==> src/rtl/ex_mem_pipe_reg.sv <==
// EX/MEM pipeline register: stall/flush control, $zero write suppression, saturating bubble counter.
// Define EXMEM_FWD_EN to add the EX->EX forwarding comparators and their ports.
module ex_mem_pipe_reg #(
    parameter int DW = 32,
    parameter int RW = 5,
    parameter int CW = 16
) (
    input  logic          clk,
    input  logic          reset,
    input  logic          stall,
    input  logic          flush,
    input  logic          ex_valid,
    input  logic [DW-1:0] ex_alu_result,
    input  logic [DW-1:0] ex_rt_data,
    input  logic [RW-1:0] ex_write_reg,
    input  logic          ex_reg_write,
    input  logic          ex_mem_read,
    input  logic          ex_mem_write,
    input  logic          ex_mem_to_reg,
`ifdef EXMEM_FWD_EN
    input  logic [RW-1:0] id_ex_rs,
    input  logic [RW-1:0] id_ex_rt,
    output logic          fwd_a_hit,
    output logic          fwd_b_hit,
`endif
    output logic          mem_valid,
    output logic [DW-1:0] mem_alu_result,
    output logic [DW-1:0] mem_rt_data,
    output logic [RW-1:0] mem_write_reg,
    output logic          mem_reg_write,
    output logic          mem_mem_read,
    output logic          mem_mem_write,
    output logic          mem_mem_to_reg,
    output logic [CW-1:0] bubble_count
);

    typedef struct packed {
        logic          valid;
        logic [DW-1:0] alu_result;
        logic [DW-1:0] rt_data;
        logic [RW-1:0] write_reg;
        logic          reg_write;
        logic          mem_read;
        logic          mem_write;
        logic          mem_to_reg;
    } stage_t;

    stage_t        stage_d, stage_q;
    logic [CW-1:0] bubble_d, bubble_q;
    logic [CW-1:0] bubble_inc;

    // Counter sticks at all-ones rather than wrapping.
    assign bubble_inc = (bubble_q == {CW{1'b1}}) ? bubble_q : bubble_q + CW'(1);

    always_comb begin
        stage_d  = stage_q;
        bubble_d = bubble_q;
        if (flush) begin
            stage_d  = '0;
            bubble_d = bubble_inc;
        end else if (!stall) begin
            stage_d.valid      = ex_valid;
            stage_d.alu_result = ex_alu_result;
            stage_d.rt_data    = ex_rt_data;
            stage_d.write_reg  = ex_write_reg;
            // Writes to $zero are dropped here so MEM/WB and forwarding never see them.
            stage_d.reg_write  = ex_reg_write & ex_valid & (ex_write_reg != '0);
            stage_d.mem_read   = ex_mem_read & ex_valid;
            stage_d.mem_write  = ex_mem_write & ex_valid;
            stage_d.mem_to_reg = ex_mem_to_reg & ex_valid;
            if (!ex_valid)
                bubble_d = bubble_inc;
        end
    end

    always_ff @(posedge clk) begin
        if (reset) begin
            stage_q  <= '0;
            bubble_q <= '0;
        end else begin
            stage_q  <= stage_d;
            bubble_q <= bubble_d;
        end
    end

    assign mem_valid      = stage_q.valid;
    assign mem_alu_result = stage_q.alu_result;
    assign mem_rt_data    = stage_q.rt_data;
    assign mem_write_reg  = stage_q.write_reg;
    assign mem_reg_write  = stage_q.reg_write;
    assign mem_mem_read   = stage_q.mem_read;
    assign mem_mem_write  = stage_q.mem_write;
    assign mem_mem_to_reg = stage_q.mem_to_reg;
    assign bubble_count   = bubble_q;

`ifdef EXMEM_FWD_EN
    // Qualified reg_write already excludes $zero destinations.
    assign fwd_a_hit = stage_q.reg_write & (stage_q.write_reg == id_ex_rs);
    assign fwd_b_hit = stage_q.reg_write & (stage_q.write_reg == id_ex_rt);
`endif

endmodule

==> config.mk <==
export PLATFORM = sky130hd
export DESIGN_NAME = ex_mem_pipe_reg
export DESIGN_NICKNAME = d
export VERILOG_FILES = /design/src/rtl/ex_mem_pipe_reg.sv
export SDC_FILE = /design/constraint.sdc
export NUM_CORES = 1
export LEC_CHECK = 0
export ABC_AREA = 1
export BUFFER_PORTS_ARGS = -buffer_cell sky130_fd_sc_hd__buf_4
export CAP_MARGIN = 0
export CELL_PAD_IN_SITES_DETAIL_PLACEMENT = 2
export CELL_PAD_IN_SITES_GLOBAL_PLACEMENT = 2
export CORE_ASPECT_RATIO = 0.5
export CORE_MARGIN = 3
export CORE_UTILIZATION = 25
export DETAILED_ROUTE_END_ITERATION = 16
export PLACE_DENSITY = 0.82
export SLEW_MARGIN = 5
export SYNTH_ARGS = -nofsm -noshare
export SYNTH_HDL_FRONTEND = slang
export SYNTH_SLANG_ARGS = --single-unit
export TNS_END_PERCENT = 100
==> constraint.sdc <==
create_clock -name clk -period 3.1 [get_ports clk]
set_clock_uncertainty 0.2 [all_clocks]
set_input_delay 0.465 -clock clk [delete_from_list [all_inputs] [get_ports clk]]
set_output_delay 0.465 -clock clk [all_outputs]
set_load 0.05 [all_outputs]
Word-level counts from Yosys, hierarchy flattened. Index checks and enable logic that the tools add are counted. W data, S select, Z words.

Logic and storage cells: 25. Register bits after elaboration: 90.

Equal/unequal tests: 3. Reductions and logical operators: 3. Add/sub/neg operators: 1. Mux-type cells: 4. Bitwise gates (word level): 5.

Operator list (count): $mux W16 (4); $add A16 B1 Y16 const B (1); $eq A16 B16 Y1 const B (1); $and A1 B1 Y1 (5); $reduce_bool A5 Y1 (1); $ne A2 B1 Y1 const B (1); $ne A2 B2 Y1 const B (1); $reduce_and A2 Y1 (1); $reduce_or A2 Y1 (1).

Depth between registers and ports, before layout. Gate-level depths: netlist of run 1.

Depth after elaboration: 5. Mapped depth: 10. Mapped depth without buffers: 10.

Least setup slack after synthesis of run 1. Ideal clock, no wire load.

Path type: reg2reg. Start: register bubble_q[0] (netlist: bubble_count[0]). End: register bubble_q[15] (netlist: bubble_count[15]). Path slack: 1088 ps. Buffers on the path: 1. Cell stages (with the launch flop): 10. Data arrival time: 1695 ps. Data required time: 2783 ps. Cells stage by stage: dfxtp_1 ha_1 inv_1 nor2_4 nand2_2 nand2_2 nand2_4 buf_6 a21oi_1 nor2_1.

Cells in the longest elaborated chain, start to end: 5. Elaborated cells between the ends (all ways): 6.

Ends and longest elaborated chain: start, declared (line 49) `logic [CW-1:0] bubble_d, bubble_q;`; start signal, assigned (line 82) `bubble_q <= bubble_d;`; $add A16 B1 Y16 or $eq A16 B16 Y1 (tied branches) (line 53) `assign bubble_inc = (bubble_q == {CW{1'b1}}) ? bubble_q : bubble_q + CW'(1);`; $mux W16 (*) (line 53); $mux W16 (line 71) `if (!ex_valid)`; $mux W16 (line 61) `end else if (!stall) begin`; $mux W16 (*) (line 58) `if (flush) begin`.

Every way passes the cells marked *; elsewhere a longest branch is shown, timed or not. The select of a mux whose other input is x is not followed. A chain may end at the register's enable or synchronous reset.

Worst setup path after layout of run 1.
Start: register bubble_q[1] (netlist: bubble_count[1]). End: register bubble_q[5] (netlist: bubble_count[5]).

Same word-level chain as after synthesis.

==> impl_metrics.py, run 1 <==
metrics = {
    "timing": {
        "slew_headroom_pct": 46.9,
        "finalWorstSetupSlack_ns": 1.24,
        "final_max_slew_viol_count": 0,
        "max_freq_ghz": 0.538,
        "finalSetupViolCount": 0,
        "timing.hold.ws_ns": 0.109,
        "hold_viol_final": 0,
        "grt_setup_unrepaired": "no",
        "worstMarginPinSlew_ns": 0.796,
        "period_minus_slack_ns": 1.86,
        "fin_crit_sh_pct": 59.9,
        "finalSetupTns_ns": 0,
    },
    "placed_design": {
        "preCtsSetupSlack_ns": 1.06,
        "portBuffers": 167,
        "hpwl_um": 9240,
        "place.gp.congestion": 0.725,
    },
    "clock_tree": {
        "cts_resized": 0,
        "cts_buffers": 9,
        "cts_tree": "built",
        "clk_pin_slew_worst_paths_ns": 0.07,
        "htree_levels": 3,
        "clock_sinks": 90,
        "ctsHoldBuffers": 0,
        "clock_latency_ns": 0.34,
        "cts_setup_buffers": 0,
        "root_buffer": "clkbuf_16",
        "clk_path_buf_depth": 2,
    },
    "finish": {
        "syn_to_final_growth_pct": 49.4,
        "regArea_mm2": 0.00180,
        "fillers": 1504,
        "multi_input_area_mm2": 0.00145,
        "drive_gt1_share_pct": 32.2,
        "layout.nets": 698,
        "layout_common_cells": "nand2_1 (174), buf_4 (170), dfxtp_1 (90), a21oi_1 (81), nor2_1 (35)",
        "num_antenna_cells": 0,
        "final_common_cell": "nand2_1",
    },
    "logic_synthesis": {
        "synthDistinctLibCells": 22,
        "mappedNetlistArea_mm2": 0.00344,
        "synth-edff-count": 0,
        "syn_avg_cell_area_um2": 7.44,
        "ys_seq_elements": 90,
        "ys_seq_area_share_pct": 52.4,
        "synthTopCellsByArea": "dfxtp_1 (52%), nand2_1 (19%), a21oi_1 (12%)",
        "syn_inst": 462,
        "ys_async_sr_fraction_pct": 0,
        "synth_nets": 541,
        "yosys_warnings": 0,
        "synthFlopType": "dfxtp_1",
        "synth_top_area_share_pct": 52.4,
        "yosysTopAreaCell": "dfxtp_1",
    },
    "global_route": {
        "grt_use_total_pct": 16.8,
        "grt_pass1_vias": 3924,
        "grt_overflow": 0,
        "antenna_found_initial": 0,
        "grt_pass1_wl_um": 20300,
        "grt_start_max_net_pins": 74,
    },
    "drt": {
        "ant_nets": 0,
        "wirelength_um": 12800,
        "wl_per_cell_um": 16.1,
        "firstDrtPassIters": 4,
        "drc": 0,
        "vias": 3580,
        "routed_via_density": 4.51,
        "drtIter0Drc": 158,
    },
    "run_status": {
        "status": "finished clean",
    },
    "worst_setup_path": {
        "crit_chain": "ha_1 > inv_1 > nor2_4 > nand2_2 > nand2_2 > nand2_4 > nand2_1 > nand2_1 > nand2_1 > nor2_1",
        "worst_path_max_delay_cell": "dfxtp_1",
        "crit_path_frequent_cell": "nand2_1",
        "cp-end-kind": "register",
        "r2r-start": "bubble_count[1]",
        "cp.arrival_ns": 1.90,
        "cp_max_fo": 22,
        "critPathKind": "register to register",
        "slowest_delay_ns": 0.41,
        "worstPathRequired_ns": 3.14,
        "worstSetupStartpoint": "bubble_count[1]",
        "startpoint_type": "register",
    },
    "power_and_ir_drop": {
        "switching_power_mw": 0.756,
        "comb_power_share_pct": 14.1,
        "ir_drop_uv": 222,
        "power_mw": 2.72,
        "p_seq_share_pct": 44.6,
        "p_leak_nw": 2.30,
        "clockPowerShare_pct": 41.3,
        "internal_power_mw": 1.96,
        "pwr_density_cell_mw_per_mm2": 530,
        "p_sw_share_pct": 27.8,
    },
    "worst_hold_path": {
        "hp-start": "reset",
        "min_path_type": "primary input to register",
    },
    "floorplan": {
        "io_pins": 168,
        "row_count": 29,
        "fp.dieArea_mm2": 0.0153,
        "die_y_um": 88.9,
        "core_area_mm2": 0.0130,
        "initial_core_util_pct": 26.4,
        "dieWidth_um": 172,
    },
    "job": {
        "maxCapViolations": 0,
    },
}
==> path summary, 6_finish.rpt <==
path | slack [ns] | end | depth (start not counted)
setup / recovery | 1.24 | bubble_count[5] | 10
hold / removal | 0.11 | bubble_count[10] | 2
setup reg to reg | 1.24 | bubble_count[5] | 10
hold reg to reg | 0.27 | mem_rt_data[27] | 2
==> routing by layer <==
metal  global-route usage, %  up-vias  wire [um]
met1                    18.3     1718       5190
met4                    4.20        0        218
li1                        -     1783          -
met3                    4.06       16        432
met2                    33.1       63       6930
met5                       0        -          0
==> layout make-up <==
| cell class | instances | area share, % |
|---|---|---|
| inverter | 18 | 1.32 |
| multi-input combinational | 329 | 28.3 |
| clock buffer | 9 | 4.39 |
| clock inverter | 7 | 1.51 |
| timing repair buffer | 171 | 25.3 |
| sequential | 90 | 35.1 |
| tap | 170 | 4.14 |
==> power groups by stage <==
stage,combinational [mW],clock [mW],sequential (mW)
final,0.384,1.12,1.21
after global routing,0.415,1.21,1.22
after global placement,0.381,0,1.24
after CTS,0.391,1.16,1.21
after detailed placement,0.388,0,1.24
after floorplan,0.104,0,1.35
==> through the flow <==
step           instances  utilization, %  cell area [um2]
2_1_floorplan        462               -             3440
3_3_place_gp         778            37.1             4830
3_5_place_dp         778            37.1             4830
4_1_cts              794            39.4             5130
5_1_grt              794            39.4             5130
6_report             794            39.4             5130
==> critical path: cells and delay by family (launching register included) <==
kind                     cells  cell delay [ns]
flip-flops                   1             0.41
AND/OR/NAND/NOR              8             0.81
adder cells (fa/ha/maj)      1             0.25
buffers and inverters        1             0.09
==> Yosys cell counts (2+ instances only) <==
| cell type | number |
|---|---|
| a21oi_1 | 81 |
| nor2_4 | 2 |
| nand3_1 | 17 |
| clkbuf_1 | 21 |
| nor2_1 | 35 |
| dfxtp_1 | 90 |
| buf_6 | 3 |
| a211oi_1 | 3 |
| nand4_1 | 2 |
| inv_1 | 17 |
| nand2_1 | 175 |
| nand2_2 | 6 |
==> kinds of logic after synthesis <==
logic type | Yosys count | share of synthesized area (%)
buf+inv | 43 | 5.39
flops | 90 | 52.4
simple gates | 241 | 28.5
compound gates | 86 | 13.1
xor+xnor | 1 | 0.255
fa+ha+maj | 1 | 0.364
No activity file was read; power rests on OpenSTA's default activity.
==> inputs of run 2 (changes only) <==
Settings changed: CORE_UTILIZATION 25 to 24, PLACE_DENSITY 0.82 to 0.79.
Clock period 3.1 ns to 1.8 ns, I/O delays scaled along.
==> run 2 against run 1 <==
Effect of this change:
- the run now ends with hold timing left
- final cell count up 12%
- combinational power up 120%
- highest routed layer unchanged
- clock-buffer cell count up 6
==> impl_metrics.py, run 2 (synthesized netlist as in run 1, its figures left out) <==
metrics = {
    "worst_setup_path": {
        "worstPathRequired_ns": 1.85,
        "r2r-start": "bubble_count[0]",
        "cp_max_fo": 16,
        "reg2reg_slack_ns": 0.14,
        "critPathKind": "primary input to register",
        "crit_family": "buffers and inverters",
        "endpoint": "mem_alu_result[29]",
        "reg2regPathDepth": 10,
        "worst_path_max_delay_cell": "dlygate4sd3_1",
        "worstSetupStartpoint": "reset",
        "reg2reg_to": "bubble_count[5]",
        "startpoint_type": "primary input",
        "slowest_delay_ns": 0.54,
        "cp-end-kind": "register",
        "crit_chain": "dlygate4sd3_1 > buf_4 > inv_1 > nand2_2 > buf_12 > a21oi_1",
        "critical_path_cell_count": 6,
        "cp.arrival_ns": 1.80,
        "cp_num_buf_inv": 4,
    },
    "floorplan": {
        "dieWidth_um": 175,
        "fp.dieArea_mm2": 0.0159,
        "core_area_mm2": 0.0138,
        "die_y_um": 90.6,
        "io_pins": 168,
        "row_count": 30,
        "initial_core_util_pct": 24.9,
    },
    "worst_hold_path": {
        "hp-start": "ex_alu_result[3]",
        "min_path_type": "primary input to register",
    },
    "run_status": {
        "status": "finished, violations left",
        "violations": "hold timing",
    },
    "finish": {
        "layout.nets": 769,
        "drive_gt1_share_pct": 31.8,
        "final_common_cell": "nand2_1",
        "layout_common_cells": "nand2_1 (173), buf_4 (172), a21oi_1 (80), dfxtp_1 (78), dlygate4sd3_1 (64)",
        "postLayoutCoreUtil_pct": 43.3,
        "finish.instance_area_mm2": 0.00596,
        "fillers": 1560,
        "syn_to_final_growth_pct": 73.4,
        "num_antenna_cells": 0,
    },
    "timing": {
        "finalSetupViolCount": 0,
        "hold_viol_final": 1,
        "timing.hold.ws_ns": -0.00205,
        "slew_headroom_pct": 70.1,
        "worstMarginPinSlew_ns": 0.447,
        "finalWorstSetupSlack_ns": 0.0518,
        "final_max_slew_viol_count": 0,
        "period_minus_slack_ns": 1.75,
        "fin_crit_sh_pct": 97.1,
        "max_freq_ghz": 0.572,
    },
    "placed_design": {
        "place.gp.congestion": 0.766,
        "placed_area_mm2": 0.00499,
        "preCtsSetupSlack_ns": 0.0265,
        "portBuffers": 167,
        "hpwl_um": 9450,
    },
    "clock_tree": {
        "cts_setup_buffers": 0,
        "cts_tree": "built",
        "htree_levels": 3,
        "clock_sinks": 90,
        "root_buffer": "clkbuf_16",
        "clock_latency_ns": 0.34,
        "cts_buffers": 9,
        "clk_pin_slew_worst_paths_ns": 0.07,
        "clk_path_buf_depth": 2,
    },
    "drt": {
        "wirelength_um": 16900,
        "drtIter0Drc": 123,
        "wl_per_cell_um": 19.0,
        "routed_via_density": 4.53,
        "ant_nets": 0,
        "vias": 4020,
        "drc": 0,
        "firstDrtPassIters": 4,
    },
    "global_route": {
        "grt_use_total_pct": 20.9,
        "grt_pass1_wl_um": 25900,
        "antenna_found_initial": 0,
        "grt_overflow": 0,
        "grt_start_max_net_pins": 55,
        "grt_pass1_vias": 4594,
    },
    "job": {
        "maxCapViolations": 0,
    },
    "power_and_ir_drop": {
        "ir_drop_uv": 358,
        "pwr_density_cell_mw_per_mm2": 805,
        "p_leak_nw": 2.62,
        "power_mw": 4.80,
    },
}
[run 2: cell types whose count changed in the layout (fill, tap and decap cells not counted), moves of 2 or more]
cell,delta
clkbuf_8,+3
dfxtp_2,+10
dlygate4sd3_1,+64
buf_4,+2
clkbuf_1,+3
inv_6,-2
dfxtp_1,-12
dfxtp_4,+2
clkinv_4,-2
buf_12,+5
[run 2: worst min path at each step]
stage | to | slack [ns] | cells past startpoint
after floorplan | bubble_count[1] | 0.13 | 1
after global placement | mem_alu_result[7] | 0.24 | 2
after detailed placement | mem_alu_result[7] | 0.25 | 2
after CTS | mem_alu_result[30] | 0.002 | 3
after global routing | mem_alu_result[3] | 0.01 | 3
final | mem_alu_result[3] | -0.002 | 3
[run 2: stage by stage]
step | TNS, ns | instances
after floorplan | 0 | 462
after global placement | 0 | 807
after detailed placement | 0 | 807
after CTS | 0 | 886
after global routing | -0.0330 | 887
final | 0 | 887
[run 2: routing by layer]
metal,up-vias,wire length (um),GRT usage (%)
li1,1927,-,-
met1,1994,6760,22.7
met2,76,9190,40.2
met3,23,565,4.70
met4,0,342,6.30
met5,-,0,0
[run 2: timing repair]
action,4_1_cts,5_1_grt
resized for setup,1,9
hold endpoints to repair,65,1
setup endpoints to repair,1,16
hold buffers,63,1
[run 2: report_power, final]
group          internal (mW)  switching, mW
combinational          0.359          0.488
clock                   1.05          0.802
sequential              2.05         0.0438
total                   3.46           1.33
[run 2: final cells by class]
class / instances / area (um2) / area share [%]
tap: 192 / 240 / 4.03
clock buffer: 15 / 278 / 4.66
multi-input combinational: 329 / 1490 / 25.0
inverter: 18 / 67.6 / 1.13
sequential: 90 / 1820 / 30.6
clock inverter: 1 / 7.51 / 0.126
timing repair buffer: 242 / 2050 / 34.4
[run 2: tightest hold or removal path: stages]
cell     delay [ns]
buf_4          0.11
nand2_1        0.06
a21oi_1        0.05
==> inputs of run 3 (changes only) <==
Settings changed: CORE_MARGIN 3 to not set.
==> run 3 against run 2 <==
Effect of this change:
- the flow now finishes without violations
- global-route usage rose by 2.7 points
- sequential cell count did not move
- fmax rose by 4.1%
- critical endpoint is now bubble_count[9]
==> impl_metrics.py, run 3 (synthesized netlist as in run 1, its figures left out) <==
metrics = {
    "worst_setup_path": {
        "worst_path_max_delay_cell": "dfxtp_4",
        "slowest_delay_ns": 0.37,
        "cp.arrival_ns": 1.70,
        "crit_family": "simple AND/OR/NAND/NOR gates",
        "cp_max_fo": 22,
        "crit_chain": "ha_2 > inv_1 > nor2_4 > nand2_2 > nand2_4 > nand2_8 > a21oi_1 > nor2_1",
        "cp-end-kind": "register",
        "worstPathRequired_ns": 1.82,
        "cp_num_buf_inv": 1,
        "critPathKind": "register to register",
        "startpoint_type": "register",
    },
    "drt": {
        "ant_nets": 0,
        "wl_per_cell_um": 19.1,
        "firstDrtPassIters": 4,
        "vias": 4087,
        "routed_via_density": 4.60,
        "drc": 0,
        "wirelength_um": 17000,
        "drtIter0Drc": 110,
    },
    "finish": {
        "syn_to_final_growth_pct": 70.6,
        "final_common_cell": "buf_4",
        "layout.nets": 767,
        "layout_common_cells": "buf_4 (178), nand2_1 (174), a21oi_1 (81), dfxtp_1 (79), dlygate4sd3_1 (60)",
        "drive_gt1_share_pct": 31.6,
        "stdcell_count": 888,
    },
    "timing": {
        "hold_viol_final": 0,
        "final_max_slew_viol_count": 0,
        "worstMarginPinSlew_ns": 0.420,
        "slew_headroom_pct": 72.0,
        "finalSetupTns_ns": 0,
        "period_minus_slack_ns": 1.68,
        "max_freq_ghz": 0.595,
        "fin_crit_sh_pct": 93.3,
        "grt_setup_unrepaired": "no",
        "finalSetupViolCount": 0,
    },
    "floorplan": {
        "fp.dieArea_mm2": 0.0148,
        "die_y_um": 86.6,
        "row_count": 30,
        "initial_core_util_pct": 24.9,
        "core_area_mm2": 0.0138,
        "io_pins": 168,
        "dieWidth_um": 171,
    },
    "clock_tree": {
        "cts_tree": "built",
        "htree_levels": 3,
        "clk_path_buf_depth": 2,
        "cts_buffers": 9,
        "root_buffer": "clkbuf_16",
        "cts_setup_buffers": 0,
        "clock_sinks": 90,
        "clk_pin_slew_worst_paths_ns": 0.07,
        "clock_latency_ns": 0.34,
    },
    "worst_hold_path": {
        "min_path_type": "primary input to register",
    },
    "power_and_ir_drop": {
        "p_seq_share_pct": 43.5,
        "ir_drop_uv": 360,
        "switching_power_mw": 1.34,
        "p_sw_share_pct": 27.8,
        "pwr_density_cell_mw_per_mm2": 820,
        "clockPowerShare_pct": 39.2,
        "internal_power_mw": 3.47,
        "power_mw": 4.81,
        "comb_power_share_pct": 17.3,
        "p_leak_nw": 2.59,
    },
    "placed_design": {
        "place.gp.congestion": 0.733,
        "place_inst": 809,
        "portBuffers": 167,
        "hpwl_um": 9680,
    },
    "global_route": {
        "grt_pass1_wl_um": 26200,
        "grt_start_max_net_pins": 37,
        "grt_overflow": 0,
        "antenna_found_initial": 3,
        "grt_use_total_pct": 23.5,
        "grt_pass1_vias": 4655,
    },
    "job": {
        "maxCapViolations": 0,
    },
    "run_status": {
        "status": "finished clean",
    },
}
run 3: cell types whose count changed in the layout (fill, tap and decap cells not counted), moves of 2 or more:
| cell | delta |
|---|---|
| buf_4 | +6 |
| buf_12 | -4 |
| diode_2 | +3 |
| dlygate4sd3_1 | -4 |
| clkbuf_8 | -3 |
| clkinv_2 | +2 |
run 3: cell type report:
class	instances	area, um2
sequential	90	1820
timing repair buffer	240	1980
fill	1577	7910
clock inverter	3	40.0
clock buffer	13	240
multi-input combinational	329	1470
antenna	3	7.51
inverter	18	67.6
tap	192	240
run 3: metrics by stage:
step / setup slack, ns / area (um2) / util (%) / hold WS, ns
2_1_floorplan: 0.00873 / 3450 / - / 0.129
3_3_place_gp: 0.112 / 4950 / 36.0 / 0.247
3_5_place_dp: 0.0267 / 4950 / 36.0 / 0.260
4_1_cts: 0.00853 / 5840 / 42.4 / 0.00111
5_1_grt: 0.0152 / 5860 / 42.6 / 0.00406
6_report: 0.120 / 5860 / 42.6 / 0.00730
run 3: power groups by stage:
stage	clock network, mW	logic (mW)	registers, mW
6_report	1.88	0.830	2.09
5_1_grt	2.01	0.874	2.10
4_1_cts	1.90	0.794	2.09
3_5_place_dp	0	0.686	2.13
3_3_place_gp	0	0.671	2.13
2_1_floorplan	0	0.179	2.33
run 3: worst reg2reg max path: cells and delay by family (launching register included):
kind,cells,cell delay [ns]
AND/OR/NAND/NOR,5,0.52
buffers and inverters,1,0.08
AO/OA/AOI/OAI,1,0.19
flip-flops,1,0.37
adder cells (fa/ha/maj),1,0.20
run 3: routing by layer:
layer	wire length, um	global-route usage [%]	vias to the layer above
met5	0	0	-
met2	8920	44.1	105
met1	6730	24.6	1999
met3	480	4.70	59
li1	-	-	1924
met4	870	14.7	0
run 3: final timing paths:
kind / from / end / slack [ns] / cells past startpoint
setup reg to reg: bubble_count[0] / bubble_count[9] / 0.12 / 8
setup / recovery: bubble_count[0] / bubble_count[9] / 0.12 / 8
hold reg to reg: mem_alu_result[7] / mem_alu_result[7] / 0.27 / 2
hold / removal: ex_alu_result[15] / mem_alu_result[15] / 0.007 / 3
run 3: repair_timing:
action,4_1_cts,5_1_grt
setup endpoints to repair,0,14
hold buffers,60,0
gates resized for setup,0,5
hold endpoints to repair,62,0
